**src/rtl/pipe_adder_pkg.sv**
```systemverilog
// Shared constants and stage-register layout for the segmented pipelined adder.
package pipe_adder_pkg;

    localparam int DEF_WIDTH = 32;
    localparam int DEF_SEG   = 8;
    // Stage registers are sized for the widest supported adder; bits above WIDTH stay zero.
    localparam int MAX_WIDTH = 256;

    typedef struct packed {
        logic                 valid;
        logic                 carry;
        logic [MAX_WIDTH-1:0] a;
        logic [MAX_WIDTH-1:0] b;
        logic [MAX_WIDTH-1:0] sum;
    } stage_reg_t;

endpackage

```
**src/rtl/rca_seg.sv**
```systemverilog
// Combinational SEG-bit ripple-carry segment built from per-bit full adders.
module rca_seg #(
    parameter int SEG = 8
) (
    input  logic [SEG-1:0] a,
    input  logic [SEG-1:0] b,
    input  logic           cin,
    output logic [SEG-1:0] sum,
    output logic           cout,
    output logic           c_msb
);

    always_comb begin
        logic c;
        c     = cin;
        c_msb = cin;
        sum   = '0;
        for (int i = 0; i < SEG; i++) begin
            sum[i] = a[i] ^ b[i] ^ c;
            c_msb  = c;
            c      = (a[i] & b[i]) | (c & (a[i] ^ b[i]));
        end
        cout = c;
    end

endmodule

```
**src/rtl/pipe_adder.sv**
```systemverilog
// Pipelined WIDTH-bit adder, SEG bits per stage, valid/ready flow control.
// Define PIPE_ADDER_SUB_EN to add the in_sub port (A - B as A + ~B + 1).
module pipe_adder
    import pipe_adder_pkg::*;
#(
    parameter int WIDTH = DEF_WIDTH,
    parameter int SEG   = DEF_SEG
) (
    input  logic             clk,
    input  logic             rst,
    input  logic             in_valid,
    output logic             in_ready,
    input  logic [WIDTH-1:0] in_a,
    input  logic [WIDTH-1:0] in_b,
    input  logic             in_cin,
`ifdef PIPE_ADDER_SUB_EN
    input  logic             in_sub,
`endif
    output logic             out_valid,
    input  logic             out_ready,
    output logic [WIDTH-1:0] out_sum,
    output logic             out_cout,
    output logic             out_ovf
);

    localparam int STAGES = WIDTH / SEG;

    if (SEG < 1 || WIDTH % SEG != 0 || WIDTH > MAX_WIDTH) begin : g_param_check
        $error("pipe_adder: WIDTH must be a multiple of SEG (SEG >= 1) and at most MAX_WIDTH");
    end

    stage_reg_t       stage_q [STAGES];
    stage_reg_t       stage_d [STAGES];
    logic [SEG-1:0]   seg_sum [STAGES];
    logic [STAGES-1:0] seg_cout;
    logic [STAGES-1:0] seg_cmsb;
    logic [WIDTH-1:0] result_d;
    logic [WIDTH-1:0] b_eff;
    logic             cin_eff;
    logic             adv;
    logic             unused_cmsb;

    logic             out_valid_reg;
    logic [WIDTH-1:0] out_sum_reg;
    logic             out_cout_reg;
    logic             out_ovf_reg;

`ifdef PIPE_ADDER_SUB_EN
    assign b_eff   = in_sub ? ~in_b : in_b;
    assign cin_eff = in_sub ? 1'b1 : in_cin;
`else
    assign b_eff   = in_b;
    assign cin_eff = in_cin;
`endif

    // Whole pipeline moves together; it only stalls when a finished result is not taken.
    assign adv      = !out_valid_reg || out_ready;
    assign in_ready = adv;

    genvar gi;
    for (gi = 0; gi < STAGES; gi++) begin : g_seg
        rca_seg #(.SEG(SEG)) u_rca (
            .a     (stage_q[gi].a[gi*SEG +: SEG]),
            .b     (stage_q[gi].b[gi*SEG +: SEG]),
            .cin   (stage_q[gi].carry),
            .sum   (seg_sum[gi]),
            .cout  (seg_cout[gi]),
            .c_msb (seg_cmsb[gi])
        );
    end

    // Only the top segment's carry-into-MSB feeds the overflow flag.
    assign unused_cmsb = ^seg_cmsb;

    always_comb begin
        stage_d = '{default: '0};
        stage_d[0].valid = in_valid;
        stage_d[0].carry = cin_eff;
        stage_d[0].a     = MAX_WIDTH'(in_a);
        stage_d[0].b     = MAX_WIDTH'(b_eff);
        for (int k = 1; k < STAGES; k++) begin
            stage_d[k]                         = stage_q[k-1];
            stage_d[k].carry                   = seg_cout[k-1];
            stage_d[k].sum[(k-1)*SEG +: SEG]   = seg_sum[k-1];
        end
        result_d = stage_q[STAGES-1].sum[WIDTH-1:0];
        result_d[(STAGES-1)*SEG +: SEG] = seg_sum[STAGES-1];
    end

    always_ff @(posedge clk or posedge rst) begin
        if (rst) begin
            for (int k = 0; k < STAGES; k++) begin
                stage_q[k] <= '0;
            end
            out_valid_reg <= 1'b0;
            out_sum_reg   <= '0;
            out_cout_reg  <= 1'b0;
            out_ovf_reg   <= 1'b0;
        end else if (adv) begin
            for (int k = 0; k < STAGES; k++) begin
                stage_q[k] <= stage_d[k];
            end
            out_valid_reg <= stage_q[STAGES-1].valid;
            out_sum_reg   <= result_d;
            out_cout_reg  <= seg_cout[STAGES-1];
            out_ovf_reg   <= seg_cout[STAGES-1] ^ seg_cmsb[STAGES-1];
        end
    end

    assign out_valid = out_valid_reg;
    assign out_sum   = out_sum_reg;
    assign out_cout  = out_cout_reg;
    assign out_ovf   = out_ovf_reg;

endmodule

```
**config.mk**
```make
export PLATFORM = sky130hd
export DESIGN_NAME = pipe_adder
export DESIGN_NICKNAME = d
export VERILOG_FILES = /design/src/rtl/pipe_adder_pkg.sv /design/src/rtl/rca_seg.sv /design/src/rtl/pipe_adder.sv
export SDC_FILE = /design/constraint.sdc
export NUM_CORES = 1
export LEC_CHECK = 0
export BUFFER_PORTS_ARGS = -buffer_cell sky130_fd_sc_hd__buf_4
export CAP_MARGIN = 15
export CORE_MARGIN = 2
export CORE_UTILIZATION = 53
export DETAILED_ROUTE_END_ITERATION = 10
export PLACE_DENSITY = 0.74
export SLEW_MARGIN = 20
export SYNTH_ARGS = -nofsm -noshare
export SYNTH_HDL_FRONTEND = slang
export SYNTH_SLANG_ARGS = --single-unit
```
**constraint.sdc**
```tcl
create_clock -name clk -period 7.6 [get_ports clk]
set_clock_uncertainty 0.2 [all_clocks]
set_input_delay 1.14 -clock clk [delete_from_list [all_inputs] [get_ports clk]]
set_output_delay 1.14 -clock clk [all_outputs]
set_load 0.1 [all_outputs]
```
==> Word level (Yosys, flattened, before mapping) <==
Index checks and enable logic that the tools add are counted.
{ "word_totals": {"reg_bits": 347, "in_bits": 69, "out_inout_bits": 36} }
{ "classes": {"bitwise": 161, "reduce_logical": 2} }
{ "ops": {"columns": ["cell", "count"], "rows": [
  ["1-bit XOR", 65],
  ["1-bit AND", 64],
  ["1-bit bitwise OR", 32],
  ["1-bit zero test", 1],
  ["1-bit logical OR", 1]
]} }

==> Longest topological paths before layout <==
{ "depth": {"depth_word": 18, "depth_mapped": 13, "mapped_depth_nobuf": 13} }

==> Hierarchy <==
From an unflattened synthesis, not the netlist that was laid out.
{ "unflattened": {"hier_cells": 605, "area_unflattened_um2": 10221.1} }
{ "by_module_without_submodules": {"columns": ["module", "cells_each", "area_per_inst_um2", "instances", "seq_area_each_um2"], "rows": [
  ["pipe_adder", 533, 9430.3, 1, 6281.0],
  ["rca_seg", 18, 197.7, 4, 0.0]
]} }

==> Least setup slack after synthesis <==
OpenSTA, ideal clock, no wires.
{ "synth_path": {"kind": "register -> register", "startpoint": "register stage_q[768] in the netlist's numbering", "endpoint": "register out_ovf_reg, in the netlist out_ovf", "synth_period_minus_slack_ns": 4.254, "path_stages_with_launch": 14, "slack_ns": 3.346, "n_path_buf": 0, "t_arrival_ns": 3.928, "cell_sequence": "dfrtp_1 > fa_1 > fa_1 > fa_1 > fa_1 > fa_1 > inv_1 > fa_1 > inv_1 > fa_1 > inv_1 > fa_1 > xnor2_1 > mux2_4"} }
{ "synth_via": {"elab_chain_cells": 17} }
{ "synth_rtl": {"columns": ["element", "line_no", "source"], "rows": [
  ["start, declared", "pipe_adder.sv:32", "stage_reg_t stage_q [STAGES];"],
  ["start signal, assigned by index", "pipe_adder.sv:101", "stage_q[k] <= stage_d[k];"],
  ["1-bit AND *", "rca_seg.sv:21", "c = (a[i] & b[i]) | (c & (a[i] ^ b[i]));"],
  ["1-bit bitwise OR *", "rca_seg.sv:21", null],
  ["1-bit AND *", "rca_seg.sv:21", null],
  ["1-bit bitwise OR *", "rca_seg.sv:21", null],
  ["1-bit AND *", "rca_seg.sv:21", null],
  ["1-bit bitwise OR *", "rca_seg.sv:21", null],
  ["1-bit AND *", "rca_seg.sv:21", null],
  ["1-bit bitwise OR *", "rca_seg.sv:21", null],
  ["1-bit AND *", "rca_seg.sv:21", null],
  ["1-bit bitwise OR *", "rca_seg.sv:21", null],
  ["1-bit AND *", "rca_seg.sv:21", null],
  ["1-bit bitwise OR *", "rca_seg.sv:21", null],
  ["1-bit AND *", "rca_seg.sv:21", null],
  ["1-bit bitwise OR *", "rca_seg.sv:21", null],
  ["1-bit AND", "rca_seg.sv:21", null],
  ["1-bit bitwise OR", "rca_seg.sv:21", null],
  ["1-bit XOR *", "pipe_adder.sv:106", "out_ovf_reg <= seg_cout[STAGES-1] ^ seg_cmsb[STAGES-1];"],
  ["end signal, assigned", "pipe_adder.sv:106", null],
  ["end, declared", "pipe_adder.sv:46", "logic out_ovf_reg;"]
]} }
Mark *: on every way between the ends. The rest lies on a longest branch, timed or not.
A chain may end at the register's enable or synchronous reset.

==> Worst setup path after layout <==
Same ends and word-level chain as after synthesis.

==> flow_summary.json <==
{
  "finalWirelength_um": 17600,
  "run_status": "finished clean",
  "avgRoutedWirePerCell_um": 17.5,
  "ys_top_cells_by_count": "dfrtp_1 (251), mux2_4 (165), mux2_2 (73), fa_1 (32), inv_1 (29)",
  "drv_cap": 0,
  "place_hpwl_um": 11200,
  "dp_cells": 955,
  "gr-usage-met1_pct": 23.9,
  "synth.most_common_cell": "dfrtp_1",
  "synth_edf_count": 0,
  "max_freq_mhz": 227,
  "grt_use_total_pct": 17.0,
  "yosysWarningCount": 0,
  "antenna_cells": 0,
  "finalHoldViolCount": 0,
  "route.detailed.drc": 0,
  "grt_most_used_layer": "met2",
  "vias": 5015,
  "grt_util_met3_pct": 3.29,
  "hold_buffers": 0,
  "syn-num-nets": 708,
  "clk_pin_slew_worst_paths_ps": 60,
  "worstPathArrival_ps": 4610,
  "yosysTopAreaCellShare_pct": 58.0,
  "die_width_um": 147,
  "seq_area_frac_synth_pct": 58.0,
  "h-tree-depth": 1,
  "dieHeight_um": 147,
  "tns_ps": 0,
  "synth.avg_cell_area_um2": 17.8,
  "first_iter_violations": 273,
  "gp_congestion": 0.756,
  "postSynth.asyncResetShare_pct": 100,
  "synth_largest_area_cell": "dfrtp_1",
  "finalNetCount": 815,
  "cts_tree": "built",
  "setup_viol": 0,
  "grt_util_met2_pct": 27.6,
  "core_area_um2": 20200,
  "worstMarginPinSlew_ps": 1160,
  "min_period_ps": 4410,
  "initial_core_util_pct": 53.7,
  "hold_ws_ps": 282,
  "root_buffer": "clkbuf_16",
  "rsz0062_at_grt": "no",
  "ys_ff_latch": 251,
  "ctsResizeCount": 0,
  "finalCritPeriodShare_pct": 58.1,
  "max-vdd-ir-drop_v": 0.000320,
  "cp_max_fo": 2,
  "cts_buffers": 27,
  "slew_headroom_pct": 22.9,
  "critical_path.endpoint_type": "flip-flop",
  "clk_latency_ps": 520,
  "layout.cells.non_filler": 1004,
  "overflow": 0,
  "fin_util_pct": 63.2,
  "grt_pass1_vias": 5681,
  "grt_pass1_wl_um": 29800,
  "max-clock-path-buffers": 3,
  "p_leak_nw": 6.11,
  "post_cts_buffers": 0,
  "worstHoldPathType": "reg2reg",
  "io_buffers": 104,
  "placementRows": 52,
  "synthCells": 607,
  "drv_slew": 0,
  "syn_to_final_growth_pct": 17.7,
  "required_ps": 7790,
  "grt_start_max_net_pins": 159,
  "drive_gt1_share_pct": 54.0,
  "ant_nets": 0,
  "p_per_area_nw_per_um2": 510,
  "cp-start-kind": "flip-flop",
  "ys_types": 14,
  "die_area_um2": 21600,
  "synth_area_leaders": "dfrtp_1 (58%), mux2_4 (23%), mux2_2 (7.6%)",
  "viasPerCell": 5.00,
  "pin_count": 105,
  "synth_ff_type": "dfrtp_1",
  "cts_sinks": 251,
  "antenna_found_initial": 0,
  "crit_type": "reg2reg",
  "dr.pass1.iters": 4,
  "synth.cell_area_um2": 10800,
  "largest_reg_flops": 171
}
==> power by group <==
group | internal [mW] | switching (mW)
clock | 0.963 | 0.532
combinational | 1.29 | 1.39
sequential | 1.94 | 0.393
==> critical path, cell delays in order (launching register included) <==
cell     delay [ps]
dfrtp_1         400
fa_1            480
fa_1            460
fa_1            460
fa_1            460
fa_1            420
inv_1            90
fa_1            170
inv_1            50
fa_1            450
inv_1           100
fa_1            210
xnor2_1          90
mux2_4          250
==> stage by stage <==
stage,cell area (um2),setup slack (ps),total power [mW]
after global placement,11700,3220,4.91
after detailed placement,11700,3140,5.04
final,12700,3190,6.50
after CTS,12700,3170,6.57
after global routing,12700,3000,6.87
after floorplan,10800,2960,4.51
==> placed cells by master, fill, tap and decap left out <==
cell | netlist | final
a21oi_1 | 12 | 12
buf_12 | 0 | 3
buf_4 | 0 | 105
bufinv_16 | 0 | 8
clkbuf_1 | 2 | 1
clkbuf_16 | 0 | 27
clkbuf_8 | 0 | 4
clkinv_2 | 0 | 4
clkinv_4 | 0 | 2
clkinvlp_4 | 0 | 3
dfrtp_1 | 251 | 251
fa_1 | 32 | 32
inv_1 | 29 | 28
inv_8 | 0 | 1
mux2_2 | 73 | 73
mux2_4 | 165 | 165
nand2b_1 | 1 | 1
nand2b_4 | 1 | 1
nor3b_1 | 12 | 12
xnor2_1 | 1 | 1
==> kinds of logic after synthesis <==
logic type	synth area share (%)
muxes	30.5
adders and majority gates	5.92
DFF	58.0
AOI/OAI and AO/OA	0.555
and+or+nand+nor	1.02
xor gates and xnor gates	0.0809
buffers and inverters	3.93
==> metal layers <==
| layer | share of wire [%] | up-vias |
|---|---|---|
| li1 | - | 2290 |
| met1 | 45 | 2607 |
| met2 | 49 | 87 |
| met3 | 3.9 | 31 |
| met4 | 2.3 | 0 |
| met5 | 0 | - |
==> worst paths after layout <==
path | from | to | slack, ps | cells past startpoint
worst max-delay path | stage_q[768] | out_ovf | 3190 | 13
worst min-delay path | stage_q[769] | out_valid | 280 | 1
worst max register to register | stage_q[768] | out_ovf | 3190 | 13
worst min register to register | stage_q[769] | out_valid | 280 | 1
max in group asynchronous | rst | out_sum[24] | 5070 | 4
min in group asynchronous | rst | result_d[5] | 580 | 2
==> layout make-up <==
type / count / area (um2)
clock buffer: 32 / 734
clock inverter: 17 / 304
tap: 270 / 338
inverter: 29 / 113
fill: 1457 / 7430
sequential: 251 / 6280
timing repair buffer: 108 / 848
multi-input combinational: 297 / 4120
Note: power is estimated with default switching activity, not from simulation.
